[config.mk]
export PLATFORM = sky130hd
export DESIGN_NAME = memshare_rqst_sched_flat
export DESIGN_NICKNAME = d
export VERILOG_FILES = /design/src/rtl/memshare_rqst_sched_if.sv /design/src/rtl/memshare_rqst_sched.sv /design/src/flat_wrapper.sv
export SDC_FILE = /design/constraint.sdc
export NUM_CORES = 1
export LEC_CHECK = 0
export CAP_MARGIN = 25
export CORE_MARGIN = 5
export CORE_UTILIZATION = 53
export DETAILED_ROUTE_END_ITERATION = 10
export GPL_TIMING_DRIVEN = 0
export PLACE_DENSITY = 0.92
export SLEW_MARGIN = 20
export SYNTH_ARGS = -nofsm -noshare
export SYNTH_HDL_FRONTEND = slang
export SYNTH_SLANG_ARGS = --single-unit
[constraint.sdc]
create_clock -name sys_clk -period 3.3 [get_ports sys_clk]
set_input_delay 0.495 -clock sys_clk [delete_from_list [all_inputs] [get_ports sys_clk]]
set_output_delay 0.495 -clock sys_clk [all_outputs]
set_load 0.01 [all_outputs]
[src/rtl/memshare_rqst_sched_if.sv]
// Read-request handshake between the memShare scheduler
// and the message-passing buffer read port.
interface memshare_rqst_sched_if #(
  parameter int ADDR_WIDTH = 6
);
  logic                  valid;
  logic                  ready;
  logic [ADDR_WIDTH-1:0] addr;

  modport master (
    output valid,
    output addr,
    input  ready
  );

  modport slave (
    input  valid,
    input  addr,
    output ready
  );
endinterface

[src/rtl/memshare_rqst_sched.sv]
// Sequences one SCU.memShare() period of buffer read requests:
// rebase, issue RQST_NUM requests with DRC stall/skip, drain, done.
module memshare_rqst_sched #(
  parameter int ADDR_WIDTH = 6,
  parameter int ADDR_BASE  = 0,
  parameter int RQST_NUM   = 16,
  parameter int DRC_NUM    = 2,
  parameter int DRAIN_CYC  = 2
) (
  input  logic                  sys_clk,
  input  logic                  rstn,
  input  logic                  start_i,
  input  logic [DRC_NUM-1:0]    is_drc_i,
  input  logic [ADDR_WIDTH-1:0] skip_operand_i,
  memshare_rqst_sched_if.master rqst,
  output logic                  scu_begin_o,
  output logic                  busy_o,
  output logic                  done_o
);

  localparam int CW = (RQST_NUM > 1) ? $clog2(RQST_NUM) : 1;
  localparam int DW = (DRAIN_CYC > 1) ? $clog2(DRAIN_CYC) : 1;

  localparam logic [ADDR_WIDTH-1:0] BASE =
    ADDR_WIDTH'(ADDR_BASE);
  localparam logic [CW-1:0] CLAST = CW'(RQST_NUM - 1);
  localparam logic [DW-1:0] DLAST =
    DW'((DRAIN_CYC > 0) ? DRAIN_CYC - 1 : 0);

  typedef enum logic [2:0] {
    IDLE,
    BEGIN,
    ISSUE,
    DRAIN,
    DONE
  } state_t;

  state_t                state;
  logic                  issue_q;
  logic [ADDR_WIDTH-1:0] addr;
  logic [CW-1:0]         cnt;
  logic [DW-1:0]         dcnt;
  logic                  hs;
  logic [ADDR_WIDTH-1:0] step;

  // DRC0 withdraws the request; it also masks any DRC1 skip
  assign rqst.valid = issue_q & ~is_drc_i[0];
  assign rqst.addr  = addr;
  assign hs         = rqst.valid & rqst.ready;
  assign step       = is_drc_i[1] ? skip_operand_i
                                  : ADDR_WIDTH'(1);

  always_ff @(posedge sys_clk) begin
    if (!rstn) begin
      state       <= IDLE;
      issue_q     <= 1'b0;
      addr        <= BASE;
      cnt         <= '0;
      dcnt        <= '0;
      scu_begin_o <= 1'b0;
      busy_o      <= 1'b0;
      done_o      <= 1'b0;
    end else begin
      scu_begin_o <= 1'b0;
      done_o      <= 1'b0;
      unique case (state)
        IDLE: begin
          if (start_i) begin
            state       <= BEGIN;
            scu_begin_o <= 1'b1;
            busy_o      <= 1'b1;
          end
        end
        BEGIN: begin
          addr    <= BASE;
          cnt     <= '0;
          dcnt    <= '0;
          issue_q <= 1'b1;
          state   <= ISSUE;
        end
        ISSUE: begin
          if (hs) begin
            addr <= addr + step;
            cnt  <= cnt + CW'(1);
            if (cnt == CLAST) begin
              cnt     <= '0;
              dcnt    <= '0;
              issue_q <= 1'b0;
              if (DRAIN_CYC == 0) begin
                state  <= DONE;
                done_o <= 1'b1;
              end else begin
                state <= DRAIN;
              end
            end
          end
        end
        DRAIN: begin
          if (dcnt == DLAST) begin
            dcnt   <= '0;
            state  <= DONE;
            done_o <= 1'b1;
          end else begin
            dcnt <= dcnt + DW'(1);
          end
        end
        DONE: begin
          state  <= IDLE;
          busy_o <= 1'b0;
        end
        default: begin
          state   <= IDLE;
          issue_q <= 1'b0;
          busy_o  <= 1'b0;
        end
      endcase
    end
  end

endmodule

[src/flat_wrapper.sv]
// flat-port wrapper written by rule: the top's interface ports become plain ports
module memshare_rqst_sched_flat 
#(
  parameter int ADDR_WIDTH = 6,
  parameter int ADDR_BASE  = 0,
  parameter int RQST_NUM   = 16,
  parameter int DRC_NUM    = 2,
  parameter int DRAIN_CYC  = 2
)
  (sys_clk, rstn, start_i, is_drc_i, skip_operand_i, scu_begin_o, busy_o, done_o, rqst_valid, rqst_addr, rqst_ready);
  memshare_rqst_sched_if #(.ADDR_WIDTH(ADDR_WIDTH)) rqst_i ();
  input  logic sys_clk;
  input  logic rstn;
  input  logic start_i;
  input  logic [DRC_NUM-1:0] is_drc_i;
  input  logic [ADDR_WIDTH-1:0] skip_operand_i;
  output logic scu_begin_o;
  output logic busy_o;
  output logic done_o;
  output wire logic [$bits(rqst_i.valid)-1:0] rqst_valid;
  output wire logic [$bits(rqst_i.addr)-1:0] rqst_addr;
  input wire logic [$bits(rqst_i.ready)-1:0] rqst_ready;
  assign rqst_valid = rqst_i.valid;
  assign rqst_addr = rqst_i.addr;
  assign rqst_i.ready = rqst_ready;
  memshare_rqst_sched #(.ADDR_WIDTH(ADDR_WIDTH), .ADDR_BASE(ADDR_BASE), .RQST_NUM(RQST_NUM), .DRC_NUM(DRC_NUM), .DRAIN_CYC(DRAIN_CYC)) u_core (.sys_clk(sys_clk), .rstn(rstn), .start_i(start_i), .is_drc_i(is_drc_i), .skip_operand_i(skip_operand_i), .rqst(rqst_i), .scu_begin_o(scu_begin_o), .busy_o(busy_o), .done_o(done_o));
endmodule
==> reports/qor.log <==
INFO  status         status=completed
INFO  timing         worst_max_slew_margin_expressed_relative_to_the_limit=63.0%
INFO  finish         final_nets=160
INFO  synth          main_combinational_cell_family_by_area_after_synthesis=simple AND/OR/NAND/NOR gates
INFO  synth          synth.largest_area_cell=dfxtp_1
INFO  clock_tree     tritoncts.num_buffers=3
INFO  timing         post-route-period-util=72.7%
INFO  routing        average_wire_per_standard_cell=14.1µm
INFO  placed_design  port_buffers=21
INFO  finish         syn_to_final_growth=27.0%
INFO  power          p_int=432µW
INFO  critical_path  critPathKind=in2reg
INFO  die            start_util=54.0%
INFO  power          power_leakage=0.498nW
INFO  placed_design  placed_cells=163
INFO  timing         report.final.slew_viol_count=0
INFO  synth          synth-xor-area-share=1.69%
INFO  finish         antenna_cells=0
INFO  routing        met2_length=1190µm
INFO  clock_tree     clock_tree_from_tritoncts=built
INFO  power          switching_share=35.9%
INFO  clock_tree     htree_num_levels=1
INFO  clock_tree     clk_root_buffer_cell=clkbuf_4
INFO  synth          synth-simple-area-share=28.7%
INFO  power          fin_total_pwr=675µW
INFO  power          part_of_the_power_in_combinational_logic=39.1%
INFO  global_routing grt_util_all_layers=19.5%
INFO  die            std_cell_rows=16
INFO  clock_tree     clock_latency=0.30ns
INFO  synth          synth.area.mux_share=0%
INFO  critical_path  cp_data_required_time=3.53ns
INFO  die            floorplan.core_area=1920µm²
INFO  timing         worstMarginPinSlew=0.553ns
INFO  synth          synth_warnings=0
INFO  clock_tree     post_cts.repair.setup_buffers=0
INFO  synth          syn_area_per_cell=9.02µm²
INFO  synth          async_reset_ff_share=0%
INFO  global_routing grt_overflow=0
INFO  flow_run       max-cap-violations=0
INFO  critical_path  cp-start-kind=primary input
INFO  die            die_w=54.2µm
INFO  routing        num_vias=947
INFO  routing        drt_iter0_markers=20
INFO  timing         setup_viol_count_final=0
INFO  synth          synth_fp_nets=134
INFO  timing         final_period_minus_worst_setup_slack=2.40ns
INFO  global_routing grt_first_pass_wirelength=4220µm
INFO  timing         finClkSkew=0.00370ns
INFO  timing         count_of_final_hold_check_violations=0
INFO  finish         instances_no_fill=167
INFO  routing        topRoutingLayerUsed=met4
INFO  power          sequential_power_share=40.0%
INFO  clock_tree     cts-hold-fix-buffers=0
INFO  synth          synth.distinct_cells=40
INFO  power          power_density=512nW/µm²
INFO  synth          yosys_most_used_dff=dfxtp_1
INFO  synth          netlist_top_cells_area=dfxtp_1, nor2b_1, ha_1
INFO  synth          synth-edff-count=0
INFO  clock_tree     cts_buffer_depth=2
INFO  synth          number_of_flip_flops_and_latches_in_the_synthesized_netlist=18
INFO  timing         grt_setup_unrepaired=no
INFO  placed_design  gp_congestion=0.808
INFO  die            die_y=54.2µm
INFO  critical_path  crit_fanout=8
INFO  synth          synthesis.instances=115
INFO  routing        antenna_violating_nets_post_route=0
INFO  routing        detail_route.drc_violations=0
INFO  global_routing grt_pass1_vias=1015
INFO  critical_path  crit_arrival=2.63ns
INFO  timing         setup-tns-final=0ns
INFO  global_routing antenna_found_initial=0
INFO  routing        met3RoutedLength=90µm
INFO  power          worst_ir_drop_vdd=0.295mV
INFO  placed_design  dp.final_hpwl=1830µm
INFO  power          clockPowerShare=20.8%
INFO  global_routing grt_start_max_net_pins=11
INFO  synth          synth_largest_type_area_fraction=34.7%
INFO  clock_tree     cts.repair.resized=0
INFO  min_path       min_path_type=reg2reg
INFO  routing        route.final.wire_length=2360µm
INFO  synth          synth_area=1040µm²
INFO  routing        post_drt_via_cell_ratio=5.67
INFO  routing        drt-met1-wl=1050µm
INFO  power          p_switching=242µW
INFO  critical_path  end_kind=flop
INFO  die            area_of_the_die=2940µm²
INFO  clock_tree     clock-sinks=18
INFO  clock_tree     clk_pin_slew_worst_paths=0.11ns
INFO  finish         share_of_cells_above_drive_strength_1=7.14%
INFO  synth          post_synth_fa_ha_maj_area_fraction=9.17%
INFO  synth          seq_area_frac_synth=34.7%
INFO  routing        detailedRoute.firstPassIterationCount=4
INFO  timing         clock.fmax=0.417GHz
INFO  die            io-pin-count=22
INFO  synth          synth-compound-area-share=22.6%
-- per-stage QoR --
stage | util (%) | worst slack [ns] | hold slack [ns] | instance area, µm²
6_report | 68.6 | 0.902 | 0.479 | 1320
3_3_place_gp | 66.7 | 0.687 | 0.445 | 1280
5_1_grt | 68.6 | 0.715 | 0.514 | 1320
4_1_cts | 68.6 | 0.953 | 0.472 | 1320
2_1_floorplan | - | 1.36 | 0.426 | 1040
3_5_place_dp | 66.7 | 0.640 | 0.456 | 1280
-- cell families after synthesis --
logic type / Yosys count
compound gates: 34
xor+xnor: 2
fa+ha+maj: 7
buf+inv: 6
flops: 18
simple gates: 48
-- area by class of cell --
| cell class | instances | area (µm²) |
|---|---|---|
| well taps | 27 | 33.8 |
| repair buffers | 21 | 210 |
| inverters | 1 | 3.75 |
| clock buffers | 4 | 36.3 |
| plain buffers | 5 | 28.8 |
| multi-input cells | 91 | 644 |
| fillers | 175 | 604 |
| flip-flops and latches | 18 | 360 |
-- metal layers --
layer | GRT usage, % | up-vias
met2 | 35.9 | 22
li1 | - | 479
met4 | 9.54 | 0
met5 | 0 | -
met1 | 21.6 | 441
met3 | 2.72 | 5
-- state kept, by name (all words and copies together) (netlist names) --
| register | cells |
|---|---|
| u_core.scu_begin_o | 1 |
| u_core.state | 3 |
| u_core.issue_q | 1 |
| u_core.dcnt | 1 |
| u_core.cnt | 4 |
| u_core.done_o | 1 |
| u_core.rqst.addr | 6 |
| u_core.busy_o | 1 |
-- critical path: stages --
cell	delay [ns]
clkdlybuf4s50_1	0.58
and2_1	0.21
ha_1	0.25
a211o_1	0.30
a2111oi_0	0.36
nand3b_1	0.20
nand4b_1	0.11
o211ai_1	0.12
-- path summary, 6_finish.rpt --
kind	startpoint	end	slack [ns]	cells after the start
setup / recovery	is_drc_i[1]	u_core.rqst.addr[5]	0.90	8
hold / removal	u_core.dcnt	u_core.done_o	0.48	2
setup reg to reg	u_core.rqst.addr[1]	u_core.rqst.addr[5]	1.44	6
hold reg to reg	u_core.dcnt	u_core.done_o	0.48	2
-- cell usage after synthesis (all sizes together) (4+ instances only) --
master	n
o21ai	5
ha	6
a22oi	5
nor3b	4
dfxtp	18
a21oi	8
nor2	6
a21boi	4
and2	5
nand3	5
nor2b	13
-- layout by cell type, fill, tap and decap left out, types with 2 or more instances in the layout --
master,count
a21boi_0,3
a21o_1,3
a21oi_1,8
a22oi_1,5
and2_1,5
buf_2,2
clkbuf_1,2
clkbuf_4,3
clkdlybuf4s50_1,21
dfxtp_1,18
ha_1,6
nand2_1,3
nand3_1,5
nand3b_1,2
nor2_1,6
nor2b_1,13
nor3_1,2
nor3b_1,3
o21ai_0,5
xnor2_1,2
-- power by group through the flow --
stage | sequential [mW] | clock (mW) | combinational (mW)
finish | 0.270 | 0.141 | 0.264
global route | 0.274 | 0.152 | 0.297
CTS | 0.269 | 0.140 | 0.265
detailed placement | 0.275 | 0 | 0.264
global placement | 0.273 | 0 | 0.252
floorplan | 0.273 | 0 | 0.184
Power figures use the tool's default switching activity.
